**src/rtl/word_unpacker.sv**
```systemverilog
// word_unpacker: splits 136-bit packed chunks into 34-bit or 68-bit words on request.
// An 8-unit buffer lets a long word straddle two consecutive chunks.
module word_unpacker #(
    parameter int unsigned I_WIDTH1    = 68,
    parameter int unsigned I_WIDTH2    = 34,
    parameter int unsigned TOTAL_WIDTH = 136
) (
    input  logic                   i_clk,
    input  logic                   i_reset,
    input  logic                   i_in_valid,
    input  logic [TOTAL_WIDTH-1:0] i_reg_array,
    output logic                   o_in_ready,
    input  logic                   i_rd_en,
    input  logic                   i_rd_len,
    input  logic                   i_flush,
    output logic [I_WIDTH1-1:0]    o_word,
    output logic                   o_valid,
    output logic                   o_underflow,
    output logic [3:0]             o_count
);

    localparam int unsigned UNITS       = 8;
    localparam int unsigned CHUNK_UNITS = 4;

    logic [I_WIDTH2-1:0] buf_q   [UNITS];
    logic [I_WIDTH2-1:0] buf_n   [UNITS];
    logic [I_WIDTH2-1:0] chunk_u [CHUNK_UNITS];

    logic [3:0]          cnt_q;
    logic [3:0]          cnt_n;
    logic [3:0]          cnt_rd;
    logic [3:0]          need;
    logic                rd_ok;
    logic                wr_ok;
    logic [I_WIDTH1-1:0] word_n;

    // Read/shift first, then append the accepted chunk behind what remains.
    always_comb begin
        need   = i_rd_len ? 4'd2 : 4'd1;
        rd_ok  = i_rd_en && (cnt_q >= need);
        wr_ok  = i_in_valid && o_in_ready && !i_flush;
        cnt_rd = rd_ok ? 4'(cnt_q - need) : cnt_q;
        word_n = i_rd_len ? {buf_q[1], buf_q[0]}
                          : {(I_WIDTH1 - I_WIDTH2)'(0), buf_q[0]};

        for (int unsigned j = 0; j < CHUNK_UNITS; j++) begin
            chunk_u[j] = i_reg_array[j*I_WIDTH2 +: I_WIDTH2];
        end

        for (int unsigned k = 0; k < UNITS; k++) begin
            buf_n[k] = buf_q[k];
        end

        // Top slots left stale after a shift are above cnt and never read.
        if (rd_ok) begin
            if (i_rd_len) begin
                for (int unsigned k = 0; k < UNITS - 2; k++) begin
                    buf_n[k] = buf_q[k+2];
                end
            end else begin
                for (int unsigned k = 0; k < UNITS - 1; k++) begin
                    buf_n[k] = buf_q[k+1];
                end
            end
        end

        if (wr_ok) begin
            for (int unsigned k = 0; k < UNITS; k++) begin
                if ((4'(k) >= cnt_rd) && (4'(k) < 4'(cnt_rd + 4'd4))) begin
                    buf_n[k] = chunk_u[2'(4'(k) - cnt_rd)];
                end
            end
        end

        if (i_flush) begin
            cnt_n = 4'd0;
        end else if (wr_ok) begin
            cnt_n = 4'(cnt_rd + 4'd4);
        end else begin
            cnt_n = cnt_rd;
        end
    end

    // Data storage; contents above cnt are don't-care so no reset is needed.
    always_ff @(posedge i_clk) begin
        for (int unsigned k = 0; k < UNITS; k++) begin
            buf_q[k] <= buf_n[k];
        end
    end

    // Count and registered outputs; reset overrides everything.
    always_ff @(posedge i_clk) begin
        if (i_reset) begin
            cnt_q       <= 4'd0;
            o_in_ready  <= 1'b1;
            o_valid     <= 1'b0;
            o_underflow <= 1'b0;
            o_word      <= '0;
        end else begin
            cnt_q       <= cnt_n;
            o_in_ready  <= (cnt_n <= 4'd4);
            o_valid     <= rd_ok;
            o_underflow <= i_rd_en && !rd_ok;
            if (rd_ok) begin
                o_word <= word_n;
            end
        end
    end

    assign o_count = cnt_q;

endmodule
```
**config.mk**
```make
export PLATFORM = sky130hd
export DESIGN_NAME = word_unpacker
export DESIGN_NICKNAME = d
export VERILOG_FILES = /design/src/rtl/word_unpacker.sv
export SDC_FILE = /design/constraint.sdc
export NUM_CORES = 1
export LEC_CHECK = 0
export CAP_MARGIN = 20
export CELL_PAD_IN_SITES_DETAIL_PLACEMENT = 1
export CELL_PAD_IN_SITES_GLOBAL_PLACEMENT = 2
export CORE_UTILIZATION = 34
export CTS_BUF_LIST = sky130_fd_sc_hd__clkbuf_4
export DETAILED_ROUTE_END_ITERATION = 6
export GPL_TIMING_DRIVEN = 1
export PLACE_DENSITY = 0.79
export SLEW_MARGIN = 40
export SYNTH_ARGS = -nofsm -noshare
export SYNTH_HDL_FRONTEND = slang
export SYNTH_SLANG_ARGS = --single-unit
```
**constraint.sdc**
```tcl
create_clock -name i_clk -period 5.5 [get_ports i_clk]
set_clock_uncertainty 0.05 [all_clocks]
set_input_delay 1.1 -clock i_clk [delete_from_list [all_inputs] [get_ports i_clk]]
set_output_delay 1.1 -clock i_clk [all_outputs]
set_load 0.005 [all_outputs]
```
; Word-level counts from Yosys, hierarchy flattened
; Memories as Yosys holds them, arrays and structs flattened.
; Cells that the tools add are included.
[word_totals]
wordCells = 105
register_bits = 75
memories = 1
mem_bits_rw = 272
out_inout_bits = 75
[memory_table]
columns = memory, depth, width, read_ports, rd_clocked_by_memory_dff, wr, line_no
row1 = buf_q, 8, 34, 8, 0, 8, 25  ; logic [I_WIDTH2-1:0] buf_q [UNITS];
[classes]
add_sub_neg = 10
magnitude_cmp = 26
reduce_logical = 14
n_mux = 41
bitwise_logic = 8
[ops]
columns = operator, count
row1 = $mux 34, 25
row2 = $bmux 34 s2, 8
row3 = $mux 272, 1
row4 = $mux 238, 1
row5 = $mux 204, 1
row6 = $mux 68, 1
row7 = $ge 3x3->1 const B, 8
row8 = $not 2->3, 8
row9 = $ge 3x4->1 const A, 4
row10 = $lt 3x4->1 const A, 4
row11 = $logic_and 1x1->1, 12
row12 = $mux 4, 3
row13 = $ge 1x4->1 const A, 2
row14 = $ge 2x4->1 const A, 2
row15 = $lt 1x4->1 const A, 2
row16 = $lt 2x4->1 const A, 2
row17 = $sub 1x2->2 const A, 4
row18 = $sub 2x2->2 const A, 4
row19 = $add 4x3->4 const B, 1
row20 = $ge 4x2->1, 1
row21 = $le 4x3->1 const B, 1
row22 = $sub 4x2->4, 1
row23 = $logic_not 1->1, 2
row24 = $mux 2, 1

; Logic depth before layout (Yosys ltp)
[depth]
word_depth = 11
ltp_mapped = 18
ltp_nobuf = 13

; Worst setup path before layout
; No wires, ideal clock.
[synth_timing]
kind = in2reg
start = in i_rd_len
end = mem buf_q[4][10], in the netlist buf_q[1][10]
setup_time_ps = 128
stages = 16
arrival_ps = 5052
slack_ps = 270
n_path_buf = 4
cell_sequence = clkbuf_1 -> inv_1 -> ha_1 -> inv_1 -> fa_1 -> a2111o_1 -> and2_4 -> a21oi_2 -> inv_2 -> buf_2 -> ha_1 -> clkbuf_1 -> buf_1 -> mux4_2 -> nand2_1 -> o21ai_0
[synth_rtl]
columns = item, line_no
row1 = from (decl), 14  ; input logic i_rd_len,
row2 = to (decl), 25

==> summary.md <==
| Metric | Value |
|---|---|
| Worst-path clk slew | 80 ps |
| Total track usage | 0.224 |
| Period utilization | 0.797 |
| Max Root-Sink Buffers | 3 |
| Slew headroom | 0.432 |
| EDFF count, synth | 34 |
| # fillers | 6293 |
| Fmax achieved | 0.228 GHz |
| Routed Antenna Nets | 0 |
| RSZ-0062 raised after global routing | false |
| CTS tree | built |
| Htree depth | 3 |
| Setup violators final | 0 |
| Syn Area/Cell | 9.80 µm² |
| Layout Cells excl Fill | 2983 |
| CP Data Arrival Time | 5010 ps |
| Final WL | 64300 µm |
| CP max stage delay | 640 ps |
| CP cell instances | ha_1 -> nor2b_1 -> nor4b_1 -> mux2i_1 -> ha_1 -> inv_1 -> or3_1 -> a211oi_4 -> buf_4 -> o21ai_0 |
| Hold Vio Cnt, Final | 0 |
| WL per Instance | 21.6 µm |
| Setup crit end kind | flop |
| CP max stage cell | dfxtp_1 |
| Leak Pwr | 9.49 nW |
| CTS sink count | 347 |
| Buffers on Ports | 216 |
| Gp weighted congestion | 0.793 |
| Hold path start | buf_q[0][23] |
| Most common flop cell mapped by yosys | dfxtp_1 |
| Pwr Density | 431 mW/mm² |
| CTS Buf Count | 98 |
| Max IR drop VDD | 0.000151 V |
| CP required | 6130 ps |
| Final Util | 0.420 |
| Layout cells sized above 1 | 0.163 |
| Syn Inst Count | 1957 |
| Setup crit start kind | flop |
| Synth-to-layout area growth | 21.4% |
| Floorplan row count | 86 |
| Slew Limit Fails | 0 |
| Vias in the first global route | 16.6k |
| DRT Pass-1 Iters | 5 |
| Dpl hpwl | 42200 µm |
| Placed Cells incl. Taps | 2799 |
| Distinct cells, synth | 58 |
| CTS root buf | clkbuf_4 |
| CTS resizes | 0 |
| Largest net degree at the start of global routing | 176 |
| Initial antenna violation count | 5 |
| Initial core utilization | 0.346 |
| Nets | 2301 |
| DRC viols | 0 |
| Die X | 240 µm |
| Max-capacitance violation count | 0 |
| Async SR Flop Fraction | 0 |
| Worst-margin pin slew | 852 ps |
| Setup Crit Path Kind | reg -> reg |
| CP Max Fanout | 44 |
| Final worst path period need | 4380 ps |
| Cell mode on critical path | ha_1 |
| Worst reg2reg startpoint | o_count[1] |
| Clock latency on the worst-skew pair | 850 ps |
| Number of synthesized register bits | 347 |
| YS warnings | 0 |
| DIE AREA | 0.0574 mm² |
| Io pins | 217 |
| Post-CTS Hold Fix Bufs | 0 |
| Vias per Instance | 5.33 |
| TNS Setup | 0 ps |
| Iteration-0 DRC Markers | 714 |
| Critical Path Source | o_count[1] |
| Syn nets | 2106 |
| Status | finished, final reports clean |
| First-pass GRT wire length | 97800 µm |
| Die Y | 240 µm |
| GRT Residual Overflow | 0 |
| Synth Cell Area | 0.0192 mm² |
| Hold WC Path Type | reg -> reg |
| Core Area | 0.0554 mm² |
| Setup Fix Bufs, Post-CTS | 0 |
| DR vias | 15.9k |
| Register area share after synthesis | 0.380 |
routing by layer:
layer  up-vias  GRT usage  wire [µm]
met3       110     0.0430       3000
met5         -          0         34
met1      7913      0.287      29400
li1       7526          -          -
met4         6     0.0828       1660
met2       330      0.370      30200
final cells by class:
type | instances | area (µm²) | area share
multi-input combinational | 1442 | 11200 | 0.480
sequential | 347 | 7290 | 0.313
timing repair buffer | 254 | 2560 | 0.110
clock buffer | 161 | 1210 | 0.0519
tap | 748 | 936 | 0.0402
clock inverter | 20 | 76.3 | 0.00328
inverter | 9 | 33.8 | 0.00145
antenna | 2 | 5.00 | 0.000215
registers in the layout, indices dropped and copies added (netlist names):
register	count
o_in_ready	1
o_word	68
o_underflow	1
o_count	4
o_valid	1
buf_q	272
synthesized netlist by cell type, drive strengths merged, types with 34 or more instances:
library cell | number | area [µm²]
a21oi | 210 | 1050
mux4 | 34 | 766
a22o | 35 | 307
buf | 87 | 543
mux2 | 102 | 1150
mux2i | 545 | 5460
dfxtp | 313 | 6270
nor2 | 178 | 676
edfxtp | 34 | 1020
nand2 | 179 | 672
clkbuf | 72 | 275
o21ai | 103 | 516
path summary, 6_finish.rpt:
path | end | slack [ps] | cells past startpoint
hold reg to reg | o_word[23] | 390 | 2
hold / removal | o_word[23] | 390 | 2
setup / recovery | buf_q[1][5] | 1120 | 10
setup reg to reg | buf_q[1][5] | 1120 | 10
where the power goes:
part | leakage (nW) | total [mW] | switching (mW) | internal [mW]
Combinational | 5.80 | 3.24 | 1.66 | 1.58
Clock | 0.780 | 2.48 | 1.17 | 1.31
Sequential | 2.92 | 4.33 | 0.783 | 3.54
kinds of logic (layout without fill, tap and decap cells):
kind of cell / after synthesis / count (layout) / share of synthesized area
xor+xnor: 1 / 1 / 0.000457
other cells: 0 / 2 / 0
fa+ha+maj: 7 / 7 / 0.00496
flops: 347 / 347 / 0.380
mux: 681 / 681 / 0.384
buf+inv: 168 / 444 / 0.0444
compound gates: 368 / 368 / 0.107
simple gates: 385 / 385 / 0.0797
cells in the final DEF, fill, tap and decap left out, types with 7 or more instances in the layout:
cell             Yosys  routed
buf_4               18      29
o21ai_0             93      93
clkdlybuf4s50_1      0     214
edfxtp_1            34      34
mux4_2              34      34
nor2_1             177     176
dfxtp_1            313     313
mux2_2             102     102
a21oi_1            209     209
mux2i_1            545     545
clkbuf_4             1     161
nand2_1            179     177
buf_12               2       7
clkinv_1             0      17
inv_1                7       7
a22o_1              35      35
o21ai_1             10      10
through the flow:
stage	hold slack [ps]	setup WS [ps]	cell area (µm²)	power (mW)
2_1_floorplan	382	270	19200	6.44
3_3_place_gp	393	541	21900	7.45
3_5_place_dp	398	441	22000	7.62
4_1_cts	401	1160	23300	10.2
5_1_grt	426	881	23300	10.7
6_report	388	1120	23300	10.0
worst max-delay path: cells and delay by family (launching register included):
kind                     cells  cell delay (ps)
AO/OA/AOI/OAI                2              490
adder cells (fa/ha/maj)      2              740
buffers and inverters        2              720
flip-flops                   1              640
multiplexers                 1              630
AND/OR/NAND/NOR              3              930
Power figures use the tool's default switching activity.
